==> src/rtl/dfe_prl_pkg.sv <==
// Shared definitions for the parallel (look-ahead) PAM-4 DFE.
//   - PAM-4 decision levels and slicer thresholds
//   - tap-load FSM state encoding
//   - Q0.7 fractional-bit count for coefficient products
//   - helpers: symbol-to-level lookup and 12-bit to 8-bit saturation
package dfe_prl_pkg;

  localparam int SEP_DEFAULT = 56;

  localparam logic signed [7:0] L0 = -8'sd84;
  localparam logic signed [7:0] L1 = -8'sd28;
  localparam logic signed [7:0] L2 =  8'sd28;
  localparam logic signed [7:0] L3 =  8'sd84;

  localparam logic signed [7:0] TH_LO  = -8'sd56;
  localparam logic signed [7:0] TH_MID =  8'sd0;
  localparam logic signed [7:0] TH_HI  =  8'sd56;

  localparam int FRAC_BITS = 7;

  typedef enum logic [1:0] {
    ST_IDLE    = 2'd0,
    ST_WAIT    = 2'd1,
    ST_CAPTURE = 2'd2,
    ST_DONE    = 2'd3
  } load_state_e;

  // Map a 2-bit decision symbol (0..3) to its signed PAM-4 level.
  function automatic logic signed [7:0] level_of(input logic [1:0] sym);
    logic signed [7:0] lvl;
    case (sym)
      2'd0:    lvl = L0;
      2'd1:    lvl = L1;
      2'd2:    lvl = L2;
      2'd3:    lvl = L3;
      default: lvl = L0;
    endcase
    return lvl;
  endfunction

  // Clamp a 12-bit signed equalised value into the 8-bit sample range.
  function automatic logic signed [7:0] sat8(input logic signed [11:0] v);
    logic signed [7:0] r;
    if (v > 12'sd127) begin
      r = 8'sd127;
    end else if (v < -12'sd128) begin
      r = -8'sd128;
    end else begin
      r = v[7:0];
    end
    return r;
  endfunction

endpackage

==> src/rtl/dfe_prl_pam4_slicer.sv <==
// Combinational PAM-4 slicer.
//   sample_i : 8-bit signed equalised sample
//   level_o  : decided level (L0..L3)
//   sym_o    : decided symbol index 0..3 (feeds the decision history)
// A sample sitting exactly on a threshold resolves to the upper level.
module pam4_slicer
  import dfe_prl_pkg::*;
(
  input  logic signed [7:0] sample_i,
  output logic signed [7:0] level_o,
  output logic        [1:0] sym_o
);

  // Threshold comparison, upper level wins on equality.
  always_comb begin
    sym_o = 2'd0;
    if (sample_i >= TH_HI) begin
      sym_o = 2'd3;
    end else if (sample_i >= TH_MID) begin
      sym_o = 2'd2;
    end else if (sample_i >= TH_LO) begin
      sym_o = 2'd1;
    end else begin
      sym_o = 2'd0;
    end
    level_o = level_of(sym_o);
  end

endmodule

==> src/rtl/dfe_prl.sv <==
// Parallel (look-ahead) decision-feedback equaliser for PAM-4.
//   clk, reset        : clock, synchronous active-high reset
//   signal_in(_valid) : signed noisy sample and its qualifier
//   signal_out(_valid): decided level, one cycle after a valid sample
//   load_mem          : request to load postcursor taps from mem_data
//   done_wait         : taps loaded (sticky until reset)
//   location          : external word index, not used internally
//   mem_data          : coefficient word, byte k = tap h[k] in Q0.7
// Every combination of past decisions gets its own precomputed candidate;
// the real decision history only drives the final mux, so the feedback
// loop is a mux plus slicer rather than multiply-accumulate.
module dfe_prl
  import dfe_prl_pkg::*;
#(
  parameter int PULSE_RESPONSE_LENGTH = 3,
  parameter int SIGNAL_RESOLUTION     = 8,
  parameter int SYMBOL_SEPERATION     = 56
) (
  input  logic               clk,
  input  logic               reset,
  input  logic signed [7:0]  signal_in,
  input  logic               signal_in_valid,
  output logic signed [7:0]  signal_out,
  output logic               signal_out_valid,
  input  logic               load_mem,
  output logic               done_wait,
  input  logic        [7:0]  location,
  input  logic        [63:0] mem_data
);

  localparam int NP = PULSE_RESPONSE_LENGTH - 1;  // postcursor taps
  localparam int NC = 1 << (2 * NP);              // 4^NP candidates

  if (PULSE_RESPONSE_LENGTH < 2 || PULSE_RESPONSE_LENGTH > 4 ||
      SIGNAL_RESOLUTION != 8 || SYMBOL_SEPERATION != SEP_DEFAULT) begin : g_bad_param
    $error("dfe_prl: unsupported parameter combination");
  end

  load_state_e       state_q, state_d;
  logic              done_q;
  logic signed [7:0] taps_q     [NP];
  logic        [1:0] hist_sym_q [NP];   // index 0 is d[n-1]
  logic     [NP-1:0] hist_vld_q;        // empty slot contributes no ISI
  logic signed [7:0] out_q;
  logic              out_vld_q;

  logic signed [11:0] term_s [NP][4];
  logic signed [7:0]  cand_s [NC];
  logic [2*NP-1:0]    sel_s;
  logic signed [7:0]  cand_sel_s;
  logic signed [7:0]  slice_level_s;
  logic        [1:0]  slice_sym_s;
  logic               unused_s;

  assign unused_s = ^{location, mem_data[7:0], mem_data[63:8*PULSE_RESPONSE_LENGTH]};

  // Per tap and per possible past level: (h[k]*level) >>> 7, zero for empty history.
  always_comb begin
    logic signed [15:0] prod;
    logic signed [15:0] shifted;
    prod    = 16'sd0;
    shifted = 16'sd0;
    for (int k = 0; k < NP; k++) begin
      for (int j = 0; j < 4; j++) begin
        prod    = taps_q[k] * level_of(2'(j));
        shifted = prod >>> FRAC_BITS;
        term_s[k][j] = hist_vld_q[k] ? shifted[11:0] : 12'sd0;
      end
    end
  end

  // One saturated candidate per decision-history combination.
  always_comb begin
    logic signed [11:0] acc;
    logic        [1:0]  j;
    acc = 12'sd0;
    j   = 2'd0;
    for (int c = 0; c < NC; c++) begin
      acc = {{4{signal_in[7]}}, signal_in};
      for (int k = 0; k < NP; k++) begin
        j   = 2'((c >> (2 * k)) & 3);
        acc = acc - term_s[k][j];
      end
      cand_s[c] = sat8(acc);
    end
  end

  // Real history selects the candidate; slot k occupies select bits 2k+1:2k.
  always_comb begin
    sel_s = '0;
    for (int k = 0; k < NP; k++) begin
      sel_s[2*k +: 2] = hist_sym_q[k];
    end
    cand_sel_s = cand_s[sel_s];
  end

  pam4_slicer u_slicer (
    .sample_i (cand_sel_s),
    .level_o  (slice_level_s),
    .sym_o    (slice_sym_s)
  );

  // Tap-load FSM next state; DONE is terminal until reset.
  always_comb begin
    state_d = state_q;
    case (state_q)
      ST_IDLE: begin
        if (load_mem) begin
          state_d = ST_WAIT;
        end else begin
          state_d = ST_IDLE;
        end
      end
      ST_WAIT:    state_d = ST_CAPTURE;
      ST_CAPTURE: state_d = ST_DONE;
      ST_DONE:    state_d = ST_DONE;
      default:    state_d = ST_IDLE;
    endcase
  end

  // State, taps, decision history and output registers.
  always_ff @(posedge clk) begin
    if (reset) begin
      state_q    <= ST_IDLE;
      done_q     <= 1'b0;
      out_q      <= 8'sd0;
      out_vld_q  <= 1'b0;
      hist_vld_q <= '0;
      for (int k = 0; k < NP; k++) begin
        taps_q[k]     <= 8'sd0;
        hist_sym_q[k] <= 2'd0;
      end
    end else begin
      state_q   <= state_d;
      done_q    <= (state_d == ST_DONE);
      out_vld_q <= signal_in_valid;
      // A sample in the capture cycle still sees the old taps.
      if (state_q == ST_CAPTURE) begin
        for (int k = 0; k < NP; k++) begin
          taps_q[k] <= $signed(mem_data[8*(k+1) +: 8]);
        end
      end
      if (signal_in_valid) begin
        out_q         <= slice_level_s;
        hist_sym_q[0] <= slice_sym_s;
        hist_vld_q[0] <= 1'b1;
        for (int k = 1; k < NP; k++) begin
          hist_sym_q[k] <= hist_sym_q[k-1];
          hist_vld_q[k] <= hist_vld_q[k-1];
        end
      end
    end
  end

  assign signal_out       = out_q;
  assign signal_out_valid = out_vld_q;
  assign done_wait        = done_q;

endmodule

==> config.mk <==
export PLATFORM = sky130hd
export DESIGN_NAME = dfe_prl
export DESIGN_NICKNAME = d
export VERILOG_FILES = /design/src/rtl/dfe_prl_pkg.sv /design/src/rtl/dfe_prl_pam4_slicer.sv /design/src/rtl/dfe_prl.sv
export SDC_FILE = /design/constraint.sdc
export NUM_CORES = 1
export LEC_CHECK = 0
export ABC_AREA = 1
export CORE_UTILIZATION = 31
export DETAILED_ROUTE_END_ITERATION = 8
export HOLD_SLACK_MARGIN = 0.05
export MAX_ROUTING_LAYER = met4
export PLACE_DENSITY_LB_ADDON = 0.12
export SKIP_LAST_GASP = 1
export SYNTH_ARGS = -nofsm -noshare
export SYNTH_HDL_FRONTEND = slang
export SYNTH_SLANG_ARGS = --single-unit
export TNS_END_PERCENT = 20
==> constraint.sdc <==
create_clock -name clk -period 7.1 [get_ports clk]
set_input_delay 1.775 -clock clk [delete_from_list [all_inputs] [get_ports clk]]
set_output_delay 1.775 -clock clk [all_outputs]
set_load 0.02 [all_outputs]
==> impl_metrics.py, run 1 <==
metrics = {
    "route": {
        "drt_iter0_markers": 844,
        "viasPerCell": 4.798,
        "drt-pass1-iter-count": 5,
        "route.vias.total": 17800,
        "antenna_left": 0,
        "wirelength_um": 62160,
        "wire_per_inst_um": 16.76,
        "route.detailed.drc": 0,
    },
    "clock_network": {
        "hold_buffers": 0,
        "cts_buffers": 5,
        "clk_latency_ns": 0.30,
        "root_buffer": "clkbuf_16",
        "clock_sinks": 30,
        "h-tree-depth": 2,
        "clk_pin_slew_ns": 0.07,
        "cts_tree": "yes",
        "cts.path.max_buffers": 2,
    },
    "logic_synthesis": {
        "netlist-cell-type-count": 60,
        "ys_seq_area_share_pct": 4.676,
        "synth_edf_count": 20,
        "netlist_instances": 2624,
        "synthesis.area_um2": 17120,
        "synth-seq-cells": 30,
        "avgSynthCellArea_um2": 6.526,
        "async_flop_share_pct": 0,
        "synth_flop_cell": "edfxtp_1",
        "ys_warn_count": 0,
    },
    "place": {
        "place_congestion": 0.9530,
        "place_ws_ns": -0.6952,
        "io_buffer_count": 35,
        "hpwl_um": 52370,
    },
    "floorplanning": {
        "coreArea_um2": 54240,
        "start_util_pct": 31.57,
        "ios": 94,
        "dieArea_um2": 56180,
        "row_count": 85,
        "die_height_um": 237.0,
        "die_x_um": 237.0,
    },
    "critical_path": {
        "critPathKind": "reg -> reg",
        "crit_end": "hist_sym_q[0][1]$_SDFFCE_PN0P_",
        "crit_path_top_delay_cell": "fa_1",
        "cp_common_cell": "nor2_1",
        "crit_start": "taps_q[0][4]$_SDFFCE_PN0P_",
        "critPathCaptureType": "flip-flop",
        "critPathMaxStageDelay_ns": 0.51,
        "crit_arrival_ns": 7.25,
        "r2r_end": "hist_sym_q[0][1]$_SDFFCE_PN0P_",
        "crit_path_start_kind": "flip-flop",
        "cp.required_ns": 7.15,
        "r2r_setup_slack_ns": -0.10,
        "rr_startpoint": "taps_q[0][4]$_SDFFCE_PN0P_",
        "crit_fanout": 5,
        "rr_worst_depth": 43,
    },
    "job": {
        "drv_cap": 0,
    },
    "global_route": {
        "grt_pass1_vias": 17420,
        "grt_use_total_pct": 22.84,
        "grt_max_degree": 27,
        "grt_pass1_wl_um": 96410,
        "overflow": 0,
        "antenna_found_initial": 0,
    },
    "hold_path": {
        "hold_depth": 2,
        "holdCritPathClass": "reg -> reg",
        "hp-start": "signal_out[3]$_SDFFE_PP0P_",
    },
    "timing": {
        "tns_ns": -0.3450,
        "fin_crit_ns": 7.205,
        "post-route-period-util_pct": 101.5,
        "skew_ns": 0.009594,
        "finalHoldViolations": 0,
        "max_freq_mhz": 138.8,
        "relSlewSlack_pct": 26.61,
        "rsz0062_at_grt": "true",
        "finalSetupViolations": 6,
        "setup_slack_ns": -0.1048,
        "slew_violations": 0,
        "tightest_slew_ns": 1.094,
    },
    "pwr": {
        "p_comb_share_pct": 94.1,
        "clkPwrFrac_pct": 3.3,
        "p_leak_nw": 11.61,
        "seqPwrFrac_pct": 2.7,
        "net-switching-power_mw": 4.953,
        "switching_share_pct": 55.02,
        "ir_drop_mv": 0.1514,
        "power.density_nw_per_um2": 405.3,
        "p_int_mw": 4.049,
        "p_total_mw": 9.002,
    },
    "status": {
        "violations": "setup timing",
        "status": "finished with violations",
    },
    "layout": {
        "drive_gt1_share_pct": 20.17,
        "syn_to_final_growth_pct": 29.69,
        "final_nets": 3531,
        "post-route-util_pct": 40.95,
        "diodes": 0,
        "fillCellCount": 5753,
    },
}
[cell families after synthesis]
family	count (synthesis)	synth area share, %
other cells	1	0.02190
xor+xnor	144	7.562
simple gates	1028	26.08
buf+inv	514	11.46
fa+ha+maj	434	34.87
compound gates	473	15.34
flops	30	4.676
[critical path, delay by kind of cell, from the launching register on]
family,cells,cell delay [ns]
AOI/OAI and AO/OA,6,0.93
xor gates and xnor gates,2,0.35
adders and majority gates,7,2.46
buffers and inverters,8,0.90
DFF,1,0.46
and+or+nand+nor,20,1.82
[synth_stat cells (6+ instances only)]
master    number  area (µm²)
edfxtp_1      20       600.6
inv_1        480        1802
nor3_1        42       210.2
a31oi_1       14       87.58
nand2_2       15       93.84
or2_2         24       150.1
xor2_1        80       700.7
fa_1          72        1441
o21ai_1       22       110.1
o21bai_1      18       135.1
nand2_1      549        2061
nand3b_1      10       75.07
clkbuf_1      11       41.29
nor2_1       180       675.7
xnor2_1       61       534.3
o211ai_1      11       82.58
o21ai_0      116       580.6
a21oi_1      241        1206
ha_1         362        4529
inv_2          8       30.03
nand3_2        6       60.06
a21oi_2        6       52.55
nand3_1      151       755.7
buf_2          6       30.03
a21o_1        19       142.6
nand4_1       30       187.7
dfxtp_1       10       200.2
o31ai_1        9       67.56
[power groups by stage]
stage | clock, mW | combinational (mW) | sequential [mW]
after global placement | 0 | 7.71 | 0.240
after global routing | 0.309 | 9.46 | 0.241
final | 0.294 | 8.47 | 0.239
after floorplan | 0 | 5.00 | 0.243
after detailed placement | 0 | 7.77 | 0.240
after CTS | 0.300 | 8.10 | 0.238
[registers in the layout, summed over array words and instances, names as in the netlist]
signal,cells
taps_q,16
hist_sym_q,4
state_q,2
done_wait,1
signal_out_valid,1
signal_out,4
hist_vld_q,2
[area by class of cell]
class	instances	area, µm²	share of cell area [%]
clock buffer	7	163.9	0.7380
clock inverter	1	30.03	0.1352
inverter	491	1846	8.310
multi-input combinational	2081	15260	68.73
sequential	30	800.8	3.606
tap	696	870.8	3.921
timing repair buffer	404	3233	14.56
[layer usage]
metal / track usage [%] / vias to the layer above / wire, µm
met5: - / - / 0
met4: 6.494 / 0 / 1846
met3: 1.819 / 64 / 2134
met2: 37.10 / 272 / 28380
met1: 30.21 / 8142 / 29800
li1: - / 9323 / -
[per-stage QoR]
step           cell area, µm²  std cells  hold WS, ns
6_report                22210       3710       0.4800
2_1_floorplan           17130       2625       0.4593
5_1_grt                 22210       3710       0.4909
3_5_place_dp            20900       3678       0.4590
3_3_place_gp            20900       3678       0.4646
4_1_cts                 21640       3693       0.4758
[layout by cell type, fill, tap and decap left out, drive strengths merged, types with 7 or more instances in the layout]
| master | netlist | final |
|---|---|---|
| a21o | 19 | 19 |
| a21oi | 248 | 248 |
| a31oi | 14 | 14 |
| buf | 12 | 369 |
| clkbuf | 11 | 7 |
| clkdlybuf4s50 | 0 | 35 |
| dfxtp | 10 | 10 |
| edfxtp | 20 | 20 |
| fa | 72 | 72 |
| ha | 362 | 362 |
| inv | 489 | 489 |
| nand2 | 566 | 566 |
| nand3 | 160 | 160 |
| nand3b | 11 | 11 |
| nand4 | 32 | 32 |
| nor2 | 181 | 181 |
| nor3 | 43 | 43 |
| o211ai | 11 | 11 |
| o21ai | 140 | 140 |
| o21bai | 19 | 19 |
| o31ai | 9 | 9 |
| or2 | 26 | 26 |
| xnor2 | 61 | 61 |
| xor2 | 83 | 83 |
[worst min path at each step]
stage                                 end
3_5_place_dp   signal_out[6]$_SDFFE_PP0P_
5_1_grt        signal_out[3]$_SDFFE_PP0P_
2_1_floorplan       state_q[1]$_SDFF_PP0_
3_3_place_gp   signal_out[6]$_SDFFE_PP0P_
4_1_cts        signal_out[6]$_SDFFE_PP0P_
6_report       signal_out[3]$_SDFFE_PP0P_
[what timing repair did]
action	CTS	global route
setup endpoints to repair	6	6
resized for setup	92	104
setup buffers	7	17
pin swaps	40	78
No activity file was read; power rests on OpenSTA's default activity.
==> run 2: changes to the inputs <==
- SYNTH_HIERARCHICAL: default -> 1
==> run 2 against run 1 <==
Compared with the run above:
- the flow still finishes with violations (setup timing)
- synthesized cell count rose by 9.2%
- largest cell class unchanged
- hold slack got worse by 0.0060 ns
- critical endpoint is now hist_sym_q[0][0]$_SDFFCE_PN0P_
- final area rose by 4.7%
- fmax rose by 0.95%
- flip-flop and latch count rose by 4
- critical path depth rose by 7
- final cell count rose by 7.1%
- largest power group unchanged
- utilization fell by 0.87 points
- global-route usage fell by 1.4 points
- die area rose by 6.8%
==> impl_metrics.py, run 2 <==
metrics = {
    "status": {
        "status": "finished with violations",
        "violations": "setup timing",
    },
    "global_route": {
        "overflow": 0,
        "grt_max_degree": 27,
        "antenna_found_initial": 1,
        "grt_pass1_vias": 19110,
        "grt_use_total_pct": 21.47,
        "grt_pass1_wl_um": 98740,
    },
    "timing": {
        "whs_ns": 0.4741,
        "rsz0062_at_grt": "true",
        "finalSetupViolations": 1,
        "relSlewSlack_pct": 31.75,
        "fin_crit_ns": 7.137,
        "finalHoldViolations": 0,
        "max_freq_mhz": 140.1,
        "slew_violations": 0,
        "post-route-period-util_pct": 100.5,
        "tightest_slew_ns": 1.024,
        "skew_ns": 0.01327,
        "setup_slack_ns": -0.03676,
    },
    "critical_path": {
        "crit_path_top_delay_cell": "fa_1",
        "crit_arrival_ns": 7.20,
        "critPathCaptureType": "flip-flop",
        "crit_path_start_kind": "flip-flop",
        "critPathMaxStageDelay_ns": 0.50,
        "critPathKind": "reg -> reg",
        "cp_common_cell": "nor2_1",
        "crit_fanout": 4,
        "cp.required_ns": 7.16,
    },
    "route": {
        "drt-pass1-iter-count": 6,
        "wire_per_inst_um": 15.66,
        "route.vias.total": 19150,
        "antenna_left": 0,
        "route.detailed.drc": 0,
        "wirelength_um": 62250,
        "drt_iter0_markers": 927,
        "viasPerCell": 4.817,
    },
    "clock_network": {
        "h-tree-depth": 2,
        "root_buffer": "clkbuf_16",
        "cts_buffers": 5,
        "clock_sinks": 34,
        "clk_latency_ns": 0.30,
        "cts.path.max_buffers": 2,
        "hold_buffers": 0,
        "cts_tree": "yes",
        "clk_pin_slew_ns": 0.07,
    },
    "floorplanning": {
        "die_x_um": 245,
        "start_util_pct": 31.55,
        "coreArea_um2": 58030,
        "die_height_um": 245,
        "row_count": 88,
        "dieArea_um2": 60030,
        "ios": 94,
    },
    "pwr": {
        "p_leak_nw": 12.19,
        "ir_drop_mv": 0.1257,
        "power.density_nw_per_um2": 383.0,
    },
    "layout": {
        "largest_reg_flops": 16,
        "final_cell_mix": "nand2_1 (584), inv_1 (534), buf_4 (325), ha_1 (320), nand3_1 (198)",
        "drive_gt1_share_pct": 19.50,
        "layout_commonest_cell": "nand2_1",
        "syn_to_final_growth_pct": 27.05,
        "final_cell_count_no_fill": 3975,
        "final_nets": 3727,
        "post-route-util_pct": 40.08,
        "diodes": 0,
        "stdcell_area_um2": 23260,
        "largest_register": "taps_q",
    },
    "logic_synthesis": {
        "ys_warn_count": 6,
        "avgSynthCellArea_um2": 6.389,
        "netlist_instances": 2865,
        "synthesis.area_um2": 18310,
    },
    "place": {
        "place_congestion": 0.9155,
        "hpwl_um": 54200,
        "placed_cell_area_um2": 21810,
        "dp_cells": 3943,
        "io_buffer_count": 37,
    },
    "hold_path": {
        "holdCritPathClass": "reg -> reg",
    },
    "job": {
        "drv_cap": 0,
    },
}
-- run 2: where the power goes --
part           internal [mW]  switching (mW)
logic                   3.55            4.87
clock network          0.131          0.0973
registers              0.236          0.0197
-- run 2: worst paths after layout --
check,start,endpoint,slack (ns),cells after the start
max,taps_q[0][4]$_SDFFCE_PN0P_,hist_sym_q[0][0]$_SDFFCE_PN0P_,-0.04,50
min,signal_out[0]$_SDFFE_PP0P_,signal_out[0]$_SDFFE_PP0P_,0.47,2
max reg2reg,taps_q[0][4]$_SDFFCE_PN0P_,hist_sym_q[0][0]$_SDFFCE_PN0P_,-0.04,50
min reg2reg,signal_out[0]$_SDFFE_PP0P_,signal_out[0]$_SDFFE_PP0P_,0.47,2
-- run 2: metal layers --
layer  wire (µm)  GRT usage (%)  vias to the layer above  part of all wire [%]
met5           0              -                        -                     0
met2       30870          39.16                      288                    50
met1       28650          26.00                     8824                    46
li1            -              -                     9961                     -
met3        1153         0.5686                       76                   1.9
met4        1581          5.074                        0                   2.5
-- run 2: cell type report --
class | count | area [µm²]
Clock buffer | 8 | 136.4
Fill cell | 6046 | 34770
Inverter | 573 | 2162
Multi-Input combinational cell | 2226 | 16200
Sequential cell | 34 | 880.8
Tap cell | 765 | 957.2
Timing Repair Buffer | 369 | 2915
-- run 2: metrics by stage --
step | TNS, ns | total power [mW] | setup WS, ns
6_report | -0.03676 | 8.908 | -0.03676
5_1_grt | -2.915 | 9.983 | -0.5410
4_1_cts | -0.1551 | 8.521 | -0.06787
3_5_place_dp | -3.678 | 7.952 | -0.7168
3_3_place_gp | -3.410 | 7.890 | -0.6529
2_1_floorplan | 0 | 5.442 | 0.02923
-- run 2: critical path, delay by kind of cell, from the launching register on --
| family | cells | cell delay [ns] |
|---|---|---|
| AO/OA/AOI/OAI | 5 | 0.82 |
| XOR/XNOR | 1 | 0.17 |
| adder cells (fa/ha/maj) | 7 | 2.04 |
| buffers and inverters | 14 | 1.19 |
| flip-flops | 1 | 0.44 |
| AND/OR/NAND/NOR | 23 | 2.24 |
-- run 2: timing repair --
item,in CTS,in global routing
resized for setup,102,120
gates cloned,0,0
setup endpoints to repair,7,7
pin swaps,75,68
setup buffers,13,11
==> run 3: changes to the inputs <==
- SKIP_LAST_GASP: 1 -> default
==> run 3 against run 2 <==
Compared with the run above:
- the flow still finishes with violations (setup timing)
- clock skew about the same
- total power grew 0.17%
- largest power group unchanged
- critical path depth is 13 lower
- highest routed layer unchanged
- non-clock buffer count stayed put
- critical path type unchanged
- sequential power is essentially flat
- clock power barely moved
- first-iteration DRC count rose by 1.5%
- worst setup slack got worse by 0.0081 ns
- count of clock-buffer cells in the layout unchanged
- critical endpoint unchanged
- sequential share of layout area is essentially flat
==> impl_metrics.py, run 3 (same netlist as run 2, synthesis figures left out) <==
metrics = {
    "critical_path": {
        "critPathCaptureType": "flip-flop",
        "crit_path_start_kind": "flip-flop",
        "crit_family": "adder cells",
        "cp.required_ns": 7.16,
        "r2r_setup_slack_ns": -0.04,
        "critPathMaxStageDelay_ns": 0.72,
        "crit_fanout": 4,
        "crit_arrival_ns": 7.20,
        "critPathKind": "reg -> reg",
        "crit_path_top_delay_cell": "xor2_1",
        "path_buf_inv": 11,
    },
    "clock_network": {
        "clk_latency_ns": 0.30,
        "clk_pin_slew_ns": 0.07,
        "root_buffer": "clkbuf_16",
        "cts.path.max_buffers": 2,
        "hold_buffers": 0,
        "clock_sinks": 34,
        "cts_tree": "yes",
        "h-tree-depth": 2,
        "cts_buffers": 5,
    },
    "layout": {
        "largest_reg_flops": 16,
        "largest_register": "taps_q",
        "syn_to_final_growth_pct": 27.23,
        "stdcell_area_um2": 23290,
        "layout_commonest_cell": "nand2_1",
        "final_cell_count_no_fill": 3975,
        "multi_input_area_um2": 16230,
        "final_cell_mix": "nand2_1 (583), inv_1 (532), buf_4 (324), ha_1 (320), nand3_1 (196)",
        "fillCellCount": 6046,
        "final_nets": 3727,
        "drive_gt1_share_pct": 19.75,
        "register_area_um2": 880.8,
        "diodes": 0,
    },
    "global_route": {
        "overflow": 0,
        "grt_pass1_wl_um": 98740,
        "grt_pass1_vias": 19110,
        "antenna_found_initial": 1,
        "grt_max_degree": 27,
        "grt_use_total_pct": 21.47,
    },
    "floorplanning": {
        "die_height_um": 245,
        "ios": 94,
        "dieArea_um2": 60030,
        "row_count": 88,
        "start_util_pct": 31.55,
        "coreArea_um2": 58030,
        "die_x_um": 245,
    },
    "place": {
        "io_buffer_count": 37,
        "placed_cell_area_um2": 21810,
        "dp_cells": 3943,
        "place_congestion": 0.9155,
        "hpwl_um": 54200,
    },
    "pwr": {
        "net-switching-power_mw": 4.995,
        "p_comb_share_pct": 94.6,
        "seqPwrFrac_pct": 2.9,
        "switching_share_pct": 55.98,
        "clkPwrFrac_pct": 2.6,
        "p_leak_nw": 12.19,
        "power.density_nw_per_um2": 383.1,
        "ir_drop_mv": 0.1257,
        "p_int_mw": 3.928,
    },
    "route": {
        "viasPerCell": 4.807,
        "antenna_left": 0,
        "wire_per_inst_um": 15.63,
        "drt_iter0_markers": 941,
        "drt-pass1-iter-count": 6,
        "wirelength_um": 62130,
        "route.vias.total": 19110,
        "route.detailed.drc": 0,
    },
    "timing": {
        "max_freq_mhz": 140.0,
        "finalSetupViolations": 2,
        "finalHoldViolations": 0,
        "fin_crit_ns": 7.145,
        "tightest_slew_ns": 1.032,
        "slew_violations": 0,
        "skew_ns": 0.01312,
        "setup_slack_ns": -0.04490,
        "post-route-period-util_pct": 100.6,
        "relSlewSlack_pct": 31.22,
        "tns_ns": -0.06348,
        "rsz0062_at_grt": "true",
    },
    "status": {
        "status": "finished with violations",
        "violations": "setup timing",
    },
    "hold_path": {
        "holdCritPathClass": "reg -> reg",
    },
    "job": {
        "drv_cap": 0,
    },
}
run 3: power groups by stage:
stage | clock network (mW) | registers (mW) | logic [mW]
global placement | 0 | 0.259 | 7.63
global route | 0.239 | 0.260 | 9.51
finish | 0.228 | 0.256 | 8.44
detailed placement | 0 | 0.260 | 7.69
CTS | 0.237 | 0.256 | 8.03
floorplan | 0 | 0.275 | 5.17
run 3: cell type report:
type,count,share of cell area [%]
multi-input combinational,2226,69.71
inverter,573,9.283
sequential,34,3.782
timing repair buffer,369,12.53
tap,765,4.110
clock buffer,8,0.5856
run 3: routing by layer:
layer | share of wire [%] | GRT usage, % | up-vias
met5 | 0 | - | -
met4 | 2.6 | 5.074 | 0
met3 | 2.1 | 0.5686 | 70
met2 | 50 | 39.16 | 298
met1 | 46 | 26.00 | 8777
li1 | - | - | 9962
run 3: path summary, 6_finish.rpt:
path	from	depth (start not counted)	to
setup reg to reg	taps_q[0][4]$_SDFFCE_PN0P_	37	hist_sym_q[0][0]$_SDFFCE_PN0P_
setup / recovery	taps_q[0][4]$_SDFFCE_PN0P_	37	hist_sym_q[0][0]$_SDFFCE_PN0P_
hold / removal	signal_out[0]$_SDFFE_PP0P_	2	signal_out[0]$_SDFFE_PP0P_
hold reg to reg	signal_out[0]$_SDFFE_PP0P_	2	signal_out[0]$_SDFFE_PP0P_
run 3: worst reg2reg max path: cells and delay by family (launching register included):
kind                     cells  cell delay [ns]
adder cells (fa/ha/maj)      8             2.87
AND/OR/NAND/NOR             15             1.35
buffers and inverters       11             1.07
XOR/XNOR                     1             0.72
AO/OA/AOI/OAI                2             0.47
flip-flops                   1             0.44
run 3: repair_timing:
action / 4_1_cts / 5_1_grt
gates resized for setup: 102 / 132
setup buffers: 13 / 11
pin swaps: 75 / 70
hold endpoints to repair: 0 / 0
endpoints found under the setup margin: 7 / 7
run 3: per-stage QoR:
| stage | setup slack (ns) | hold WS [ns] | utilization (%) | total power, mW |
|---|---|---|---|---|
| global route | -0.5284 | 0.4955 | 40.14 | 10.00 |
| detailed placement | -0.7168 | 0.4655 | 37.59 | 7.952 |
| CTS | -0.06787 | 0.4758 | 38.86 | 8.521 |
| floorplan | 0.02923 | 0.4559 | - | 5.442 |
| global placement | -0.6529 | 0.4610 | 37.59 | 7.890 |
| finish | -0.04490 | 0.4747 | 40.14 | 8.923 |
